<file path="src/rtl/vote_result_uart_tx_if.sv">
// Result-reporter bus: the voting core drives the snapshot request and tally data;
// the reporter drives the serial line and its status flags.
interface vote_result_uart_tx_if;
    logic       start;
    logic [7:0] count_a;
    logic [7:0] count_b;
    logic [7:0] count_c;
    logic [1:0] winner;
    logic       tie_flag;
    logic       tx;
    logic       busy;
    logic       done;

    modport master (
        output start, count_a, count_b, count_c, winner, tie_flag,
        input  tx, busy, done
    );

    modport slave (
        input  start, count_a, count_b, count_c, winner, tie_flag,
        output tx, busy, done
    );
endinterface

</file>
<file path="src/rtl/vote_result_uart_tx.sv">
// Snapshots the closed tally and sends it as a six-byte 8N1 UART frame:
// header, three counts, {tie, winner}, XOR checksum.
module vote_result_uart_tx #(
    parameter int         CLKS_PER_BIT = 868,
    parameter logic [7:0] HEADER       = 8'hA5
) (
    input  logic                 clk,
    input  logic                 reset,
    vote_result_uart_tx_if.slave bus
);

    localparam int CNT_W = (CLKS_PER_BIT > 1) ? $clog2(CLKS_PER_BIT) : 1;
    localparam logic [CNT_W-1:0] BAUD_LAST = CNT_W'(CLKS_PER_BIT - 1);

    typedef enum logic [1:0] {
        IDLE      = 2'd0,
        START_BIT = 2'd1,
        DATA      = 2'd2,
        STOP_BIT  = 2'd3
    } state_t;

    state_t           state;
    logic [CNT_W-1:0] baud_cnt;
    logic [2:0]       bit_idx;
    logic [2:0]       byte_idx;
    logic             tx_q;
    logic             busy_q;
    logic             done_q;

    logic [7:0] snap_a;
    logic [7:0] snap_b;
    logic [7:0] snap_c;
    logic [7:0] snap_stat;
    logic [7:0] cur_byte;
    logic       start_acc;
    logic       bit_end;

    function automatic logic [7:0] frame_checksum(
        input logic [7:0] b1, input logic [7:0] b2,
        input logic [7:0] b3, input logic [7:0] b4
    );
        return HEADER ^ b1 ^ b2 ^ b3 ^ b4;
    endfunction

    assign start_acc = (state == IDLE) && bus.start;
    assign bit_end   = (baud_cnt == BAUD_LAST);

    // Snapshot is data only: it is meaningless until a start is accepted, so it carries no reset.
    always_ff @(posedge clk) begin
        if (start_acc) begin
            snap_a    <= bus.count_a;
            snap_b    <= bus.count_b;
            snap_c    <= bus.count_c;
            snap_stat <= {5'b0, bus.tie_flag, bus.winner};
        end
    end

    always_comb begin
        cur_byte = HEADER;
        case (byte_idx)
            3'd0:    cur_byte = HEADER;
            3'd1:    cur_byte = snap_a;
            3'd2:    cur_byte = snap_b;
            3'd3:    cur_byte = snap_c;
            3'd4:    cur_byte = snap_stat;
            3'd5:    cur_byte = frame_checksum(snap_a, snap_b, snap_c, snap_stat);
            default: cur_byte = HEADER;
        endcase
    end

    // tx is loaded one edge ahead of each bit so the pin comes straight from a flop.
    always_ff @(posedge clk or posedge reset) begin
        if (reset) begin
            state    <= IDLE;
            baud_cnt <= '0;
            bit_idx  <= '0;
            byte_idx <= '0;
            tx_q     <= 1'b1;
            busy_q   <= 1'b0;
            done_q   <= 1'b0;
        end else begin
            done_q <= 1'b0;
            case (state)
                IDLE: begin
                    tx_q     <= 1'b1;
                    busy_q   <= 1'b0;
                    baud_cnt <= '0;
                    if (bus.start) begin
                        state    <= START_BIT;
                        byte_idx <= '0;
                        bit_idx  <= '0;
                        tx_q     <= 1'b0;
                        busy_q   <= 1'b1;
                    end
                end
                START_BIT: begin
                    if (bit_end) begin
                        baud_cnt <= '0;
                        bit_idx  <= '0;
                        tx_q     <= cur_byte[0];
                        state    <= DATA;
                    end else begin
                        baud_cnt <= baud_cnt + 1'b1;
                    end
                end
                DATA: begin
                    if (bit_end) begin
                        baud_cnt <= '0;
                        if (bit_idx == 3'd7) begin
                            tx_q  <= 1'b1;
                            state <= STOP_BIT;
                        end else begin
                            bit_idx <= bit_idx + 3'd1;
                            tx_q    <= cur_byte[bit_idx + 3'd1];
                        end
                    end else begin
                        baud_cnt <= baud_cnt + 1'b1;
                    end
                end
                STOP_BIT: begin
                    if (bit_end) begin
                        baud_cnt <= '0;
                        if (byte_idx < 3'd5) begin
                            byte_idx <= byte_idx + 3'd1;
                            tx_q     <= 1'b0;
                            state    <= START_BIT;
                        end else begin
                            byte_idx <= '0;
                            tx_q     <= 1'b1;
                            busy_q   <= 1'b0;
                            done_q   <= 1'b1;
                            state    <= IDLE;
                        end
                    end else begin
                        baud_cnt <= baud_cnt + 1'b1;
                    end
                end
                default: begin
                    state    <= IDLE;
                    tx_q     <= 1'b1;
                    busy_q   <= 1'b0;
                    baud_cnt <= '0;
                    bit_idx  <= '0;
                    byte_idx <= '0;
                end
            endcase
        end
    end

    assign bus.tx   = tx_q;
    assign bus.busy = busy_q;
    assign bus.done = done_q;

endmodule

</file>
<file path="src/flat_wrapper.sv">
// flat-port wrapper written by rule: the top's interface ports become plain ports
module vote_result_uart_tx_flat 
#(
    parameter int         CLKS_PER_BIT = 868,
    parameter logic [7:0] HEADER       = 8'hA5
)
  (clk, reset, bus_start, bus_count_a, bus_count_b, bus_count_c, bus_winner, bus_tie_flag, bus_tx, bus_busy, bus_done);
  vote_result_uart_tx_if bus_i ();
  input  logic clk;
  input  logic reset;
  input wire logic [$bits(bus_i.start)-1:0] bus_start;
  input wire logic [$bits(bus_i.count_a)-1:0] bus_count_a;
  input wire logic [$bits(bus_i.count_b)-1:0] bus_count_b;
  input wire logic [$bits(bus_i.count_c)-1:0] bus_count_c;
  input wire logic [$bits(bus_i.winner)-1:0] bus_winner;
  input wire logic [$bits(bus_i.tie_flag)-1:0] bus_tie_flag;
  output wire logic [$bits(bus_i.tx)-1:0] bus_tx;
  output wire logic [$bits(bus_i.busy)-1:0] bus_busy;
  output wire logic [$bits(bus_i.done)-1:0] bus_done;
  assign bus_i.start = bus_start;
  assign bus_i.count_a = bus_count_a;
  assign bus_i.count_b = bus_count_b;
  assign bus_i.count_c = bus_count_c;
  assign bus_i.winner = bus_winner;
  assign bus_i.tie_flag = bus_tie_flag;
  assign bus_tx = bus_i.tx;
  assign bus_busy = bus_i.busy;
  assign bus_done = bus_i.done;
  vote_result_uart_tx #(.CLKS_PER_BIT(CLKS_PER_BIT), .HEADER(HEADER)) u_core (.clk(clk), .reset(reset), .bus(bus_i));
endmodule
</file>
<file path="config.mk">
export PLATFORM = sky130hd
export DESIGN_NAME = vote_result_uart_tx_flat
export DESIGN_NICKNAME = d
export VERILOG_FILES = /design/src/rtl/vote_result_uart_tx_if.sv /design/src/rtl/vote_result_uart_tx.sv /design/src/flat_wrapper.sv
export SDC_FILE = /design/constraint.sdc
export NUM_CORES = 1
export LEC_CHECK = 0
export BUFFER_PORTS_ARGS = -buffer_cell sky130_fd_sc_hd__buf_2
export CORE_ASPECT_RATIO = 1.25
export CORE_MARGIN = 10
export CORE_UTILIZATION = 57
export CTS_CLUSTER_SIZE = 16
export DETAILED_ROUTE_END_ITERATION = 10
export MAX_ROUTING_LAYER = met4
export PLACE_DENSITY = 0.79
export SYNTH_ARGS = -nofsm -noshare
export SYNTH_HDL_FRONTEND = slang
export SYNTH_SLANG_ARGS = --single-unit
</file>
<file path="constraint.sdc">
create_clock -name clk -period 2.9 [get_ports clk]
set_input_delay 0.145 -clock clk [delete_from_list [all_inputs] [get_ports clk]]
set_output_delay 0.145 -clock clk [all_outputs]
set_load 0.005 [all_outputs]
</file>
Word-level counts from Yosys, hierarchy flattened
Index checks and enable logic that the tools add are counted.
- $add $sub $neg: 3
- order comparisons: 2
- equal/unequal tests: 17
- muxes and demuxes: 33
- bitwise gates (word level): 4
- reduce and logical (&&, ||, !) cells: 10
- operators by type and width (cell ; count):
    $pmux W8 S5 ; 1
    $pmux W10 S2 ; 1
    $mux W3 ; 6
    $xor A8 B8 Y8 ; 2
    $mux W1 ; 13
    $add A10 B1 Y10 const B ; 1
    $eq A10 B10 Y1 const B ; 1
    $mux W10 ; 1
    $mux W2 ; 5
    $reduce_and A5 Y1 ; 2
    $eq A3 B3 Y1 const B ; 3
    $pmux W3 S3 ; 1
    $reduce_and A3 Y1 ; 3
    $ne A2 B1 Y1 const B ; 4
    $pmux W2 S4 ; 1
    $xor A8 B3 Y8 ; 1
    $add A3 B1 Y3 const B ; 2
    $eq A3 B2 Y1 const B ; 2
    $ne A2 B2 Y1 const B ; 3
    $pmux W3 S2 ; 1
    $eq A2 B2 Y1 const B ; 2
    $lt A3 B4 Y1 const B ; 1
    $not A4 Y4 ; 1
    $pmux W1 S4 ; 1
    other kinds (10) ; 10
- register bits: 48
- input bits: 30
- output and inout bits: 3
- logic and storage cells: 80

Depth between registers and ports, before layout
- depth after elaboration: 10
- gate-level depth with buffers: 10
- mapped depth without buffers: 8

Worst setup path after synthesis
No wires, ideal clock.
- path type: register to register
- start: reg u_core.byte_idx[2]
- end: reg u_core.tx_q, in the netlist u_core.bus.tx
- setup time: 86 ps
- data arrival time: 1906 ps
- data required time: 2814 ps
- path slack: 908 ps
- cell stages (with the launch flop): 11
- buffers on the path: 2
- clock period less this slack: 1992 ps
- cells stage by stage: dfrtp_1 buf_6 inv_2 ha_1 buf_6 nand2_1 nand4b_2 a221oi_4 a22oi_2 a311oi_2 a211oi_2
- longest elaborated chain between the ends: 7
- elaborated cells on any way between the ends: 15
- those cells by class: order compare: 1; eq/ne: 5; mux: 9
- RTL lines (item ; RTL line ; source):
    start: declaration ; vote_result_uart_tx.sv:25 ; logic [2:0] byte_idx;
    start signal: assignment ; vote_result_uart_tx.sv:124 ; byte_idx <= byte_idx + 3'd1;
    $eq A3 B3 Y1 (tied with other cells) ; vote_result_uart_tx.sv:60 ; case (byte_idx)
    $pmux W8 S5 ; vote_result_uart_tx.sv:60 ;
    $bmux W1 S3 ; vote_result_uart_tx.sv:114 ; tx_q <= cur_byte[bit_idx + 3'd1];
    $mux W1 (implied by the code) ; vote_result_uart_tx.sv:114 ;
    $mux W1 ; vote_result_uart_tx.sv:109 ; if (bit_idx == 3'd7) begin
    $mux W1 ; vote_result_uart_tx.sv:107 ; if (bit_end) begin
    $pmux W1 S4 (*) ; vote_result_uart_tx.sv:83 ; case (state)
    end signal: assignment ; vote_result_uart_tx.sv:100 ; tx_q <= cur_byte[0];
    end signal: assignment ; vote_result_uart_tx.sv:114 ;
    end: declaration ; vote_result_uart_tx.sv:26 ; logic tx_q;
Mark *: on every way between the ends. The rest lies on a longest branch, timed or not. The select of a mux whose other input is x is not followed.
A chain may end at the register's enable or synchronous reset.

Worst setup path after layout
Ends and elaborated chain as after synthesis.

==> impl_metrics.py <==
metrics = {
    "floorplanning": {
        "design.die.area_sq_mm": 0.00770,
        "fp.coreArea_sq_mm": 0.00443,
        "die_h_microns": 95.6,
        "die-width_microns": 80.5,
        "initial_core_util_pct": 58.9,
        "rows": 27,
        "ios": 33,
    },
    "synth": {
        "synth_edf_count": 27,
        "ys_async_sr_fraction_pct": 43.8,
        "synthTopCellsByArea": "edfxtp_1 (31%), dfrtp_1 (19%), ha_1 (7.2%), xnor2_1 (4.7%), xor2_1 (3.7%)",
        "synthCells": 237,
        "synth.most_common_cell": "edfxtp_1",
        "synth_seq_cells": 48,
        "syn_nets": 282,
        "seq_area_frac_synth_pct": 51.3,
        "yosysUniqueCellTypes": 47,
        "ys.flop_type": "edfxtp_1",
        "synth_top_area_share_pct": 31.1,
        "avgSynthCellArea_sq_um": 11.0,
        "yosysWarnings": 0,
        "ys_top_cells_by_count": "edfxtp_1 (27), nand2_1 (21), nor2_1 (21)",
        "netlist_area_sq_mm": 0.00261,
        "synth_top_area_cell": "edfxtp_1",
    },
    "routing": {
        "routed_wl_microns": 5240,
        "ant_nets": 0,
        "dr.pass1.iters": 4,
        "num_vias": 1885,
        "drc": 0,
        "drt_iter0_drc": 185,
        "vias_per_cell": 5.64,
        "routedWlPerCell_microns": 15.7,
    },
    "timing": {
        "fin_tns_setup_ns": 0,
        "tightest_slew_ns": 0.831,
        "fin_crit_ns": 2.33,
        "finalMaxSlewViolations": 0,
        "rsz0062_at_grt": "no",
        "period_share_pct": 80.3,
        "setup_slack_ns": 0.572,
        "clock_skew_ns": 0.0131,
        "timing.hold.ws_ns": -0.0165,
        "hold_violations": 12,
        "setup_viol": 0,
        "max_freq_mhz": 429,
        "slew_headroom_pct": 44.6,
    },
    "global_route": {
        "grt_start_max_net_pins": 28,
        "grt_pass1_vias": 1839,
        "grt_antenna_before_repair": 0,
        "grt_usage_pct": 14.5,
        "grt_pass1_wl_microns": 8480,
        "grt-ovfl-total": 0,
    },
    "power": {
        "clkPwrFrac_pct": 38.8,
        "seqPwrFrac_pct": 58.8,
        "leakage_nw": 1.19,
        "comb_power_share_pct": 2.4,
        "p_int_uw": 994,
        "p_switching_uw": 232,
        "vdd_drop_max_uv": 286,
        "p_per_area_mw_per_mm2": 415,
        "switching_share_pct": 19.0,
    },
    "critical_path": {
        "start_kind": "flop",
        "cp-end-kind": "flop",
        "crit_type": "reg2reg",
        "cp_max_fo": 15,
        "reg2reg_depth": 8,
        "reg2reg_to": "u_core.bus.tx$_DFFE_PP1P_",
        "worstReg2RegStart": "u_core.byte_idx[2]$_DFFE_PP0P_",
        "critical_path_arrival_ns": 2.56,
        "rrSetupSlack_ns": 0.57,
        "cp.required_ns": 3.13,
    },
    "cts": {
        "numCtsBuffers": 5,
        "cts.clk_slew.worst_paths_ns": 0.09,
        "clockBufferDepth": 2,
        "cts_num_sinks": 48,
        "clk_root_buffer_cell": "clkbuf_8",
        "cts_max_level": 2,
        "cts_tree": "built",
        "clkLatencyLatePin_ns": 0.31,
    },
    "final_layout": {
        "syn_to_final_growth_pct": 13.3,
        "nets": 320,
        "drive_gt1_share_pct": 18.8,
        "diodes": 0,
        "regArea_sq_mm": 0.00134,
        "multi_input_area_sq_mm": 0.00118,
        "fin_cells": 334,
        "n_fill_cell": 341,
    },
    "job": {
        "maxCapViolCount": 0,
    },
    "place": {
        "gp_congestion": 0.893,
        "place_hpwl_microns": 3910,
        "dp_slack_ns": 0.614,
        "place_inst": 322,
        "io_buffer_count": 32,
    },
    "outcome": {
        "status": "finished, violations left",
        "violations": "negative hold slack",
    },
    "worst_hold_path": {
        "hp-class": "in2async",
    },
}
==> registers in the layout (all words and copies together), names as in the netlist <==
name              cells
u_core.baud_cnt      10
u_core.bit_idx        3
u_core.bus.busy       1
u_core.bus.done       1
u_core.bus.tx         1
u_core.byte_idx       3
u_core.snap_a         8
u_core.snap_b         8
u_core.snap_c         8
u_core.snap_stat      3
u_core.state          2
==> cell type report <==
class | count | area share [%]
Inverter | 14 | 1.78
Clock buffer | 6 | 2.46
Clock inverter | 2 | 1.19
Sequential cell | 48 | 45.3
Multi-Input combinational cell | 169 | 39.8
Tap cell | 58 | 2.46
Timing Repair Buffer | 37 | 7.03
==> how the worst max path moves through the flow <==
stage,to,slack [ns],from
after floorplan,u_core.bus.tx$_DFFE_PP1P_,0.91,u_core.byte_idx[2]$_DFFE_PP0P_
after global placement,u_core.bus.tx$_DFFE_PP1P_,0.69,u_core.byte_idx[2]$_DFFE_PP0P_
after detailed placement,u_core.bus.tx$_DFFE_PP1P_,0.61,u_core.byte_idx[2]$_DFFE_PP0P_
after CTS,u_core.bus.tx$_DFFE_PP1P_,0.59,u_core.byte_idx[2]$_DFFE_PP0P_
after global routing,u_core.bus.tx$_DFFE_PP1P_,0.42,u_core.byte_idx[2]$_DFFE_PP0P_
final,u_core.bus.tx$_DFFE_PP1P_,0.57,u_core.byte_idx[2]$_DFFE_PP0P_
==> repair_timing <==
item	in CTS	in global routing
hold buffers	0	4
setup buffers	0	0
endpoints found under the hold margin	0	4
gates resized for setup	0	0
==> power by group through the flow <==
stage	Combinational (mW)	Clock, mW	Sequential (mW)
final	0.0292	0.476	0.721
after detailed placement	0.0247	0	0.736
after global routing	0.0327	0.508	0.721
after global placement	0.0247	0	0.736
after CTS	0.0255	0.481	0.721
after floorplan	0.00439	0	0.736
==> worst max-delay path, stage by stage, from the launching register on <==
cell      delay, ns
dfrtp_1        0.65
inv_2          0.13
ha_1           0.33
nand2_1        0.16
nand4b_2       0.14
a221oi_4       0.35
a22oi_2        0.13
a311oi_2       0.28
a211oi_2       0.07
==> routing by layer <==
layer / vias up / global-route usage (%) / wire [microns]
met4: 0 / 5.74 / 80
met1: 892 / 15.7 / 2140
met5: - / - / 0
met3: 9 / 3.86 / 274
met2: 53 / 24.7 / 2740
li1: 931 / - / -
==> cell families after synthesis <==
group,synth area share [%]
adders and majority gates,7.20
xor gates and xnor gates,8.40
AOI/OAI and AO/OA,15.6
buffers and inverters,3.55
and+or+nand+nor,13.9
DFF,51.3
==> layout by cell type, fill, tap and decap left out, drive strengths merged, types with 4 or more instances in the layout <==
cell | Yosys | layout
edfxtp | 27 | 27
buf | 3 | 33
xnor2 | 14 | 14
nand2 | 21 | 21
nand2b | 4 | 4
inv | 14 | 14
nor3 | 4 | 4
xor2 | 11 | 11
nor2 | 21 | 21
dlygate4sd3 | 0 | 4
nand3 | 10 | 10
a221oi | 6 | 6
a211oi | 5 | 5
clkbuf | 3 | 6
a31oi | 6 | 6
ha | 15 | 15
a21oi | 10 | 10
o21ai | 13 | 13
dfrtp | 20 | 20
==> stage by stage <==
step | area, sq um | power [mW] | util, %
detailed placement | 2810 | 0.761 | 63.4
global placement | 2810 | 0.761 | 63.4
finish | 2960 | 1.23 | 66.8
CTS | 2920 | 1.23 | 65.9
floorplan | 2610 | 0.740 | -
global route | 2960 | 1.26 | 66.8
(Power assumes the default switching activity.)
